File: config.mk
export PLATFORM = sky130hd
export DESIGN_NAME = data_cache
export DESIGN_NICKNAME = d
export VERILOG_FILES = /design/src/rtl/data_cache.sv
export SDC_FILE = /design/constraint.sdc
export NUM_CORES = 2
export LEC_CHECK = 0
export BUFFER_PORTS_ARGS = -buffer_cell sky130_fd_sc_hd__clkbuf_2
export CORE_MARGIN = 5
export CORE_UTILIZATION = 56
export CTS_CLUSTER_SIZE = 30
export DETAILED_ROUTE_END_ITERATION = 8
export GPL_TIMING_DRIVEN = 1
export PLACE_DENSITY_LB_ADDON = 0.2
export SLEW_MARGIN = 20
export SYNTH_ARGS = -nofsm -noshare
export SYNTH_HDL_FRONTEND = slang
export SYNTH_SLANG_ARGS = --single-unit
File: constraint.sdc
create_clock -name clk -period 7.35 [get_ports clk]
set_clock_uncertainty 0.15 [all_clocks]
set_input_delay 0.3675 -clock clk [delete_from_list [all_inputs] [get_ports clk]]
set_output_delay 0.3675 -clock clk [all_outputs]
set_load 0.01 [all_outputs]
File: src/rtl/data_cache.sv
// Direct-mapped, write-back, write-allocate data cache. One line transfer is
// outstanding at a time on the backing-memory port; hit/miss counters saturate.
module data_cache #(
    parameter int LINES       = 16,
    parameter int BLOCK_WORDS = 4
) (
    input  logic                      clk,
    input  logic                      reset,
    input  logic                      is_input_valid,
    input  logic [31:0]               addr,
    input  logic                      mem_read,
    input  logic                      mem_write,
    input  logic [31:0]               din,
    output logic                      is_ready,
    output logic                      is_output_valid,
    output logic                      is_hit,
    output logic [31:0]               dout,
    output logic                      mem_req_valid,
    input  logic                      mem_req_ready,
    output logic                      mem_req_we,
    output logic [31:0]               mem_req_addr,
    output logic [32*BLOCK_WORDS-1:0] mem_req_wdata,
    input  logic                      mem_resp_valid,
    input  logic [32*BLOCK_WORDS-1:0] mem_resp_rdata,
    output logic [31:0]               hit_count,
    output logic [31:0]               miss_count,
    output logic [1:0]                state
);
    localparam int WOFF_W = $clog2(BLOCK_WORDS);
    localparam int OFF_W  = WOFF_W + 2;
    localparam int IDX_W  = $clog2(LINES);
    localparam int TAG_W  = 32 - OFF_W - IDX_W;
    localparam int LINE_W = 32 * BLOCK_WORDS;
    localparam int BOFF_W = $clog2(LINE_W);

    localparam logic [1:0] S_IDLE      = 2'd0;
    localparam logic [1:0] S_WRITEBACK = 2'd1;
    localparam logic [1:0] S_ALLOCATE  = 2'd2;

    // Memory handshake: a request transfers on a rising edge with
    // mem_req_valid & mem_req_ready, and mem_req_valid stays high until then.
    // mem_resp_valid is accepted only once the request phase has closed or is
    // closing in that same cycle; it is ignored in IDLE.

    logic [1:0]        state_q, state_d;
    logic              req_done_q;
    logic              retry_q;
    logic [LINES-1:0]  valid_q;
    logic [LINES-1:0]  dirty_q;
    logic [TAG_W-1:0]  tag_q  [LINES];
    logic [LINE_W-1:0] data_q [LINES];

    logic [TAG_W-1:0]  req_tag;
    logic [IDX_W-1:0]  req_idx;
    logic [WOFF_W-1:0] req_woff;
    logic [BOFF_W-1:0] bit_off;
    logic              request;
    logic              hit;
    logic              resp_accept;
    logic              idle_hit;
    logic              idle_miss;
    logic              fill_done;
    logic              unused_addr;

    assign req_tag     = addr[31 -: TAG_W];
    assign req_idx     = addr[OFF_W +: IDX_W];
    assign req_woff    = addr[2 +: WOFF_W];
    assign bit_off     = {req_woff, 5'b00000};
    assign unused_addr = ^addr[1:0];

    assign request     = is_input_valid & (mem_read | mem_write);
    assign hit         = valid_q[req_idx] && (tag_q[req_idx] == req_tag);
    assign resp_accept = (req_done_q | mem_req_ready) & mem_resp_valid;
    assign idle_hit    = (state_q == S_IDLE) && request && hit;
    assign idle_miss   = (state_q == S_IDLE) && request && !hit;
    assign fill_done   = (state_q == S_ALLOCATE) && resp_accept;

    assign dout          = data_q[req_idx][bit_off +: 32];
    assign mem_req_wdata = data_q[req_idx];
    assign state         = state_q;

    always_ff @(posedge clk) begin
        if (!reset) begin
            state_q    <= S_IDLE;
            req_done_q <= 1'b0;
            retry_q    <= 1'b0;
        end else begin
            state_q <= state_d;
            if (state_d != state_q) begin
                req_done_q <= 1'b0;
            end else if (mem_req_valid && mem_req_ready) begin
                req_done_q <= 1'b1;
            end
            // The cycle after a fill is the replay of the stalled request.
            retry_q <= (state_q == S_ALLOCATE) && (state_d == S_IDLE);
        end
    end

    always_comb begin
        state_d = state_q;
        case (state_q)
            S_IDLE: begin
                if (request && !hit) begin
                    state_d = (valid_q[req_idx] && dirty_q[req_idx]) ? S_WRITEBACK : S_ALLOCATE;
                end
            end
            S_WRITEBACK: begin
                if (resp_accept) state_d = S_ALLOCATE;
            end
            S_ALLOCATE: begin
                if (resp_accept) state_d = S_IDLE;
            end
            default: state_d = S_IDLE;
        endcase
    end

    always_comb begin
        is_ready        = 1'b0;
        is_output_valid = 1'b0;
        is_hit          = 1'b0;
        mem_req_valid   = 1'b0;
        mem_req_we      = 1'b0;
        mem_req_addr    = {req_tag, req_idx, {OFF_W{1'b0}}};
        case (state_q)
            S_IDLE: begin
                is_ready        = 1'b1;
                is_output_valid = !request || hit;
                is_hit          = !request || hit;
            end
            S_WRITEBACK: begin
                mem_req_valid = !req_done_q;
                mem_req_we    = 1'b1;
                mem_req_addr  = {tag_q[req_idx], req_idx, {OFF_W{1'b0}}};
            end
            S_ALLOCATE: begin
                mem_req_valid = !req_done_q;
            end
            default: ;
        endcase
    end

    always_ff @(posedge clk) begin
        if (!reset) begin
            valid_q    <= '0;
            dirty_q    <= '0;
            hit_count  <= '0;
            miss_count <= '0;
        end else begin
            if (idle_hit) begin
                if (mem_write) dirty_q[req_idx] <= 1'b1;
                if (!retry_q && (hit_count != '1)) hit_count <= hit_count + 32'd1;
            end
            if (idle_miss && (miss_count != '1)) miss_count <= miss_count + 32'd1;
            if (fill_done) begin
                valid_q[req_idx] <= 1'b1;
                dirty_q[req_idx] <= 1'b0;
                tag_q[req_idx]   <= req_tag;
            end
        end
    end

    // Data array carries no reset; writes are held off while reset is low.
    always_ff @(posedge clk) begin
        if (reset) begin
            if (idle_hit && mem_write) data_q[req_idx][bit_off +: 32] <= din;
            if (fill_done) data_q[req_idx] <= mem_resp_rdata;
        end
    end
endmodule
* Word level (Yosys, flattened, before mapping)
Memory sizes are Yosys's and may differ from the RTL's.
Index checks and enable logic that the tools add are counted.
** Cells by class
- $add $sub $neg :: 3
- Order comparisons :: 2
- Equal/unequal tests :: 6
- Shift-type cells :: 3
- Multiplexer cells :: 154
- Bitwise logic cells :: 137
- Reductions and logical operators :: 23
** Operators by type and width (count)
- $mux 1 :: 140
- $or 1x1->1 :: 130
- $mux 128 :: 1
- $shift 32x9->128 const A :: 1
- $shiftx 128x8->32 :: 1
- $shiftx 32x9->128 :: 1
- $add 32x1->32 const B :: 2
- $mux 16 :: 4
- $ne 32x32->1 const B :: 2
- $mux 32 :: 1
- $or 16x16->16 :: 2
- $eq 24x24->1 :: 1
- $and 16x16->16 :: 1
- $not 16->16 :: 1
- $logic_and 1x1->1 :: 13
- $neg 7->9 :: 1
- $bmux 1 s4 :: 2
- $mux 2 :: 4
- $pmux 2 s3 :: 1
- $lt 4x5->1 const B :: 1
- $demux 1 s4 :: 1
- $ge 4x1->1 const B :: 1
- $logic_not 1->1 :: 4
- $logic_not 2->1 :: 2
- 8 further kinds :: 10
** Word-level totals
- Register bits after elaboration :: 100
- Memory bits (writable) :: 2432
- Input port bits :: 199
- Output and inout port bits :: 263
- Word-level logic and storage cells :: 337
- Memories :: 2
** Memory list
- data_q :: words 16, bits a word 128, read ports 1, clocked after memory_dff 0, write ports 1, RTL line 51 : logic [LINE_W-1:0] data_q [LINES];
- tag_q :: words 16, bits a word 24, read ports 1, clocked after memory_dff 0, write ports 1, RTL line 50 : logic [TAG_W-1:0] tag_q [LINES];

* Depth between registers and ports, before layout
- Word-level depth :: 10
- Gate-level depth with buffers :: 17
- Mapped depth without buffers :: 10

* Worst setup path before layout
Ideal clock, no wire load.
- Path type :: input-to-reg
- Start point :: in addr[5]
- End point :: mem data_q[12][100] (netlist name), enable pin
- Setup time :: 0.421 ns
- Arrival :: 4.722 ns
- Required time :: 6.779 ns
- Setup slack :: 2.057 ns
- Stages on the path :: 15
- Path buffers :: 5
- Cells stage by stage :: buf_6 buf_6 buf_4 mux2_2 a31oi_1 o2111ai_1 or4_1 a221oi_1 nand2_1 or4_1 buf_2 nor2_2 a21oi_1 clkbuf_1 nor2_1
** On the way
- Cells in the longest elaborated chain, start to end :: 9
- Elaborated cells between the ends (all ways) :: 11
- Those cells by class :: eq/ne (1); mux (5); bitwise (1); reduce/logical (3); memory (1)
** Ends and longest elaborated chain
- start: declaration :: RTL line 10 : input logic [31:0] addr,
- $mem_v2 16x24 or $bmux 1 s4 (tied branches)
- $eq 24x24->1 or $mux 1 (tied branches) :: RTL line 72 : assign hit = valid_q[req_idx] && (tag_q[req_idx] == req_tag);
- $logic_and 1x1->1 :: RTL line 72
- $logic_and 1x1->1 :: RTL line 74 : assign idle_hit = (state_q == S_IDLE) && request && hit;
- $logic_and 1x1->1 :: RTL line 165 : if (idle_hit && mem_write) data_q[req_idx][bit_off +: 32] <= din;
- $mux 1 :: RTL line 165
- $mux 1 :: RTL line 164 : if (reset) begin
- $mux 128 (implied by the code) :: RTL line 165
- $or 1x1->1 (no source line)
- end: declaration :: RTL line 51
Parallel ways exist; a longest one is shown, timed or not. The select of a mux whose other input is x is not followed.

* Final worst setup path
- Start point :: in addr[4]
- End point :: out dout[23]
** On the way
- Cells in the longest elaborated chain, start to end :: 2
** Ends and longest elaborated chain
- $mem_v2 16x128
- $shiftx 128x8->32 :: RTL line 78 : assign dout = data_q[req_idx][bit_off +: 32];
- end: declaration :: RTL line 17 : output logic [31:0] dout,
Every way passes these cells.

==> key figures <==
Placed design
  – Dpl ws: 0.961 ns
  – Dpl cells: 7589
  – Port Buf Inserts: 455
  – Routability cong.: 0.892
  – Detail Placement HPWL: 176000 um

Route
  – Antenna viol nets, final: 0
  – Drc violations: 0
  – Avg Vias per Cell: 6.59
  – Drt wl/cell: 34.9 um
  – Initial DRC count: 6832
  – Vias: 53300
  – Final WL: 283000 um
  – Number of detailed-route iterations in the first pass: 5

Final layout
  – Area growth, synth to finish: 14.1%
  – Layout cells sized above 1: 31.9%
  – Final #Nets: 5733
  – Register Area: 0.0750 mm2
  – Footprint of the multi-input gates: 0.0253 mm2
  – Post-route insts no fill: 8094
  – Fillers: 11900

Logic synthesis
  – Post-Synth XOR/XNOR Area: 0.355%
  – Mux contribution to synthesized area: 18.1%
  – Area leader, netlist: edfxtp_1
  – Most common cell in the netlist: edfxtp_1
  – Unique cell type count in the Yosys netlist: 82
  – Dominant cells by area after synthesis: edfxtp_1 (72%), mux4_2 (17%), dfxtp_1 (2.0%)
  – Complex-gate fraction of the synthesized area: 1.56%
  – Post-Synth Adder-Cell Area: 0.136%
  – Synth Area in Simple Gates: 4.17%
  – #FFs+latches synth: 2532
  – Synth async-reset ratio: 0%
  – Most common flop cell mapped by yosys: edfxtp_1
  – Largest family of logic cells by synthesized area: multiplexers
  – Cells after Synth: 4932
  – Area share of the largest cell type after synthesis: 72.3%
  – Post-synthesis sequential area ratio: 74.3%
  – Syn Area/Cell: 20.5 um2
  – Yosys Warn Count: 0
  – Synth cell count leaders: edfxtp_1 (2432), mux4_2 (748), nand2_1 (349)
  – Netlist Area Pre-Place: 0.101 mm2
  – Post-synth EDFFs: 2432

Power
  – Peak supply drop: 0.294 mV
  – Leak Pwr: 36.2 nW
  – Cell Pwr Density: 258 mW/mm2

GRT
  – Initial antenna violation count: 23
  – Total track usage: 29.9%
  – First-pass GRT wire length: 399000 um
  – Vias in the first global route: 52800
  – Total gr overflow: 0
  – Largest net degree at the start of global routing: 147

CTS
  – CTS clk-pin slew, worst paths: 0.07 ns
  – CTS Hold Bufs: 46
  – Total CTS buffers: 239
  – # Post-CTS Setup Buffers: 0
  – Worst-Skew Late Latency: 0.86 ns
  – CTS max path bufs: 3
  – H-Tree Depth: 4
  – Clk root buf: clkbuf_16
  – Post-CTS Resized: 0
  – CTS tree: yes
  – Clk sinks: 2532

Timing
  – Final hold viol count: 0
  – Slew Viols, Final: 0
  – Sum Neg Setup Slack: 0 ns
  – Setup slack after layout: 1.42 ns
  – Relative max-transition margin: 19.4%
  – Slew @ Worst Pin: 1.21 ns
  – RSZ-0062 raised after global routing: false
  – FMAX: 169 MHz
  – Final count of negative-setup-slack endpoints: 0
  – Worst hold slack: 0.0436 ns
  – Final Critical Period: 5.93 ns
  – Final worst path period share: 80.7%

Setup path
  – Worst Path Class, Setup: in -> out
  – R2r endpoint: data_q[10][2]
  – Crit path DAT: 5.41 ns
  – CP max FO: 57
  – R2R Setup Slk: 1.79 ns
  – CP Capture Type: output pin
  – Reg2reg path depth: 11
  – Required @ worst endpoint: 6.83 ns
  – Worst flop-to-flop path startpoint: tag_q[10][12]
  – CP Launch Type: input pin

Floorplanning
  – Chip width: 435 um
  – Row count: 155
  – Die Y-Extent: 435 um
  – IO Pins: 462
  – Effective utilization at floorplan: 56.4%
  – Core area: 0.179 mm2
  – Die ar.: 0.189 mm2

Hold path
  – Hold Crit Depth: 3
  – Hold Startpoint: mem_resp_rdata[46]
  – Classification of the worst-slack hold path: in -> reg
  – Hold Path End: data_q[2][46]

Job
  – Maxcap violations: 0

Status
  – Status: finished, final reports clean
==> cells in the final DEF, fill, tap and decap left out, types with 16 or more instances in the layout <==
cell	instances
dfxtp_1	100
nand3_1	157
or3_1	25
clkinv_2	47
a21oi_1	48
mux2i_1	84
xnor2_1	27
bufinv_16	18
dlygate4sd3_1	46
clkbuf_16	244
clkinv_1	57
o21ai_0	55
nor2_1	139
nand4_1	24
nand2_1	349
buf_4	93
edfxtp_1	2432
nor2_4	81
mux2_2	36
clkinvlp_4	16
clkbuf_2	451
nor3_1	32
mux4_2	748
clkbuf_1	49
or4_1	16
inv_1	28
buf_12	35
and3_1	19
==> sequential cells by signal (all words and copies together) (netlist names) <==
register / flops
dirty_q: 16
hit_count: 32
data_q: 2048
tag_q: 384
req_done_q: 1
miss_count: 32
retry_q: 1
valid_q: 16
state: 2
==> through the flow <==
stage          power (mW)  utilization [%]  cell area [um2]
3_5_place_dp         18.0             59.8           107000
2_1_floorplan        17.2                -           101000
6_report             29.7             64.4           115000
4_1_cts              29.8             64.3           115000
3_3_place_gp         18.0             59.8           107000
5_1_grt              30.5             64.4           115000
==> cells by family after synthesis <==
family | after synthesis
xor+xnor | 41
simple gates | 921
fa+ha+maj | 11
buf+inv | 318
compound gates | 232
flops | 2532
mux | 876
other cells | 1
==> critical path, cell delays in order <==
cell,delay [ns]
buf_8,0.40
buf_4,0.78
buf_4,0.81
buf_4,0.83
mux4_2,0.62
mux4_2,0.65
mux4_2,0.63
clkbuf_2,0.18
==> metal layers <==
| metal | global-route usage (%) | part of all wire [%] | vias up |
|---|---|---|---|
| li1 | - | - | 21700 |
| met1 | 39.2 | 36 | 28200 |
| met2 | 46.9 | 48 | 2882 |
| met3 | 5.63 | 8.7 | 569 |
| met4 | 18.7 | 7.6 | 10 |
| met5 | 0 | 0.023 | - |
==> power by group <==
part	internal [mW]	total, mW	leakage, nW	switching, mW
clock	6.71	12.0	3.69	5.28
sequential	15.8	15.8	21.8	0.00877
combinational	0.663	1.90	10.7	1.24
total	23.2	29.7	36.2	6.53
==> cell type report <==
type | instances | area share [%]
sequential | 2532 | 65.1
clock buffer | 295 | 5.48
timing repair buffer | 632 | 3.68
antenna | 12 | 0.0261
inverter | 33 | 0.114
clock inverter | 150 | 1.11
tap | 2355 | 2.56
multi-input combinational | 2085 | 21.9
==> worst max path at each step <==
stage / from / to / slack (ns) / cells past startpoint
finish: addr[4] / dout[23] / 1.42 / 8
global route: addr[4] / dout[7] / 0.99 / 8
CTS: addr[4] / dout[30] / 1.28 / 8
detailed placement: addr[7] / data_q[10][2] / 0.96 / 13
global placement: addr[7] / data_q[10][1] / 1.01 / 13
floorplan: addr[5] / data_q[12][100] / 2.06 / 15
No activity file was read; power rests on OpenSTA's default activity.
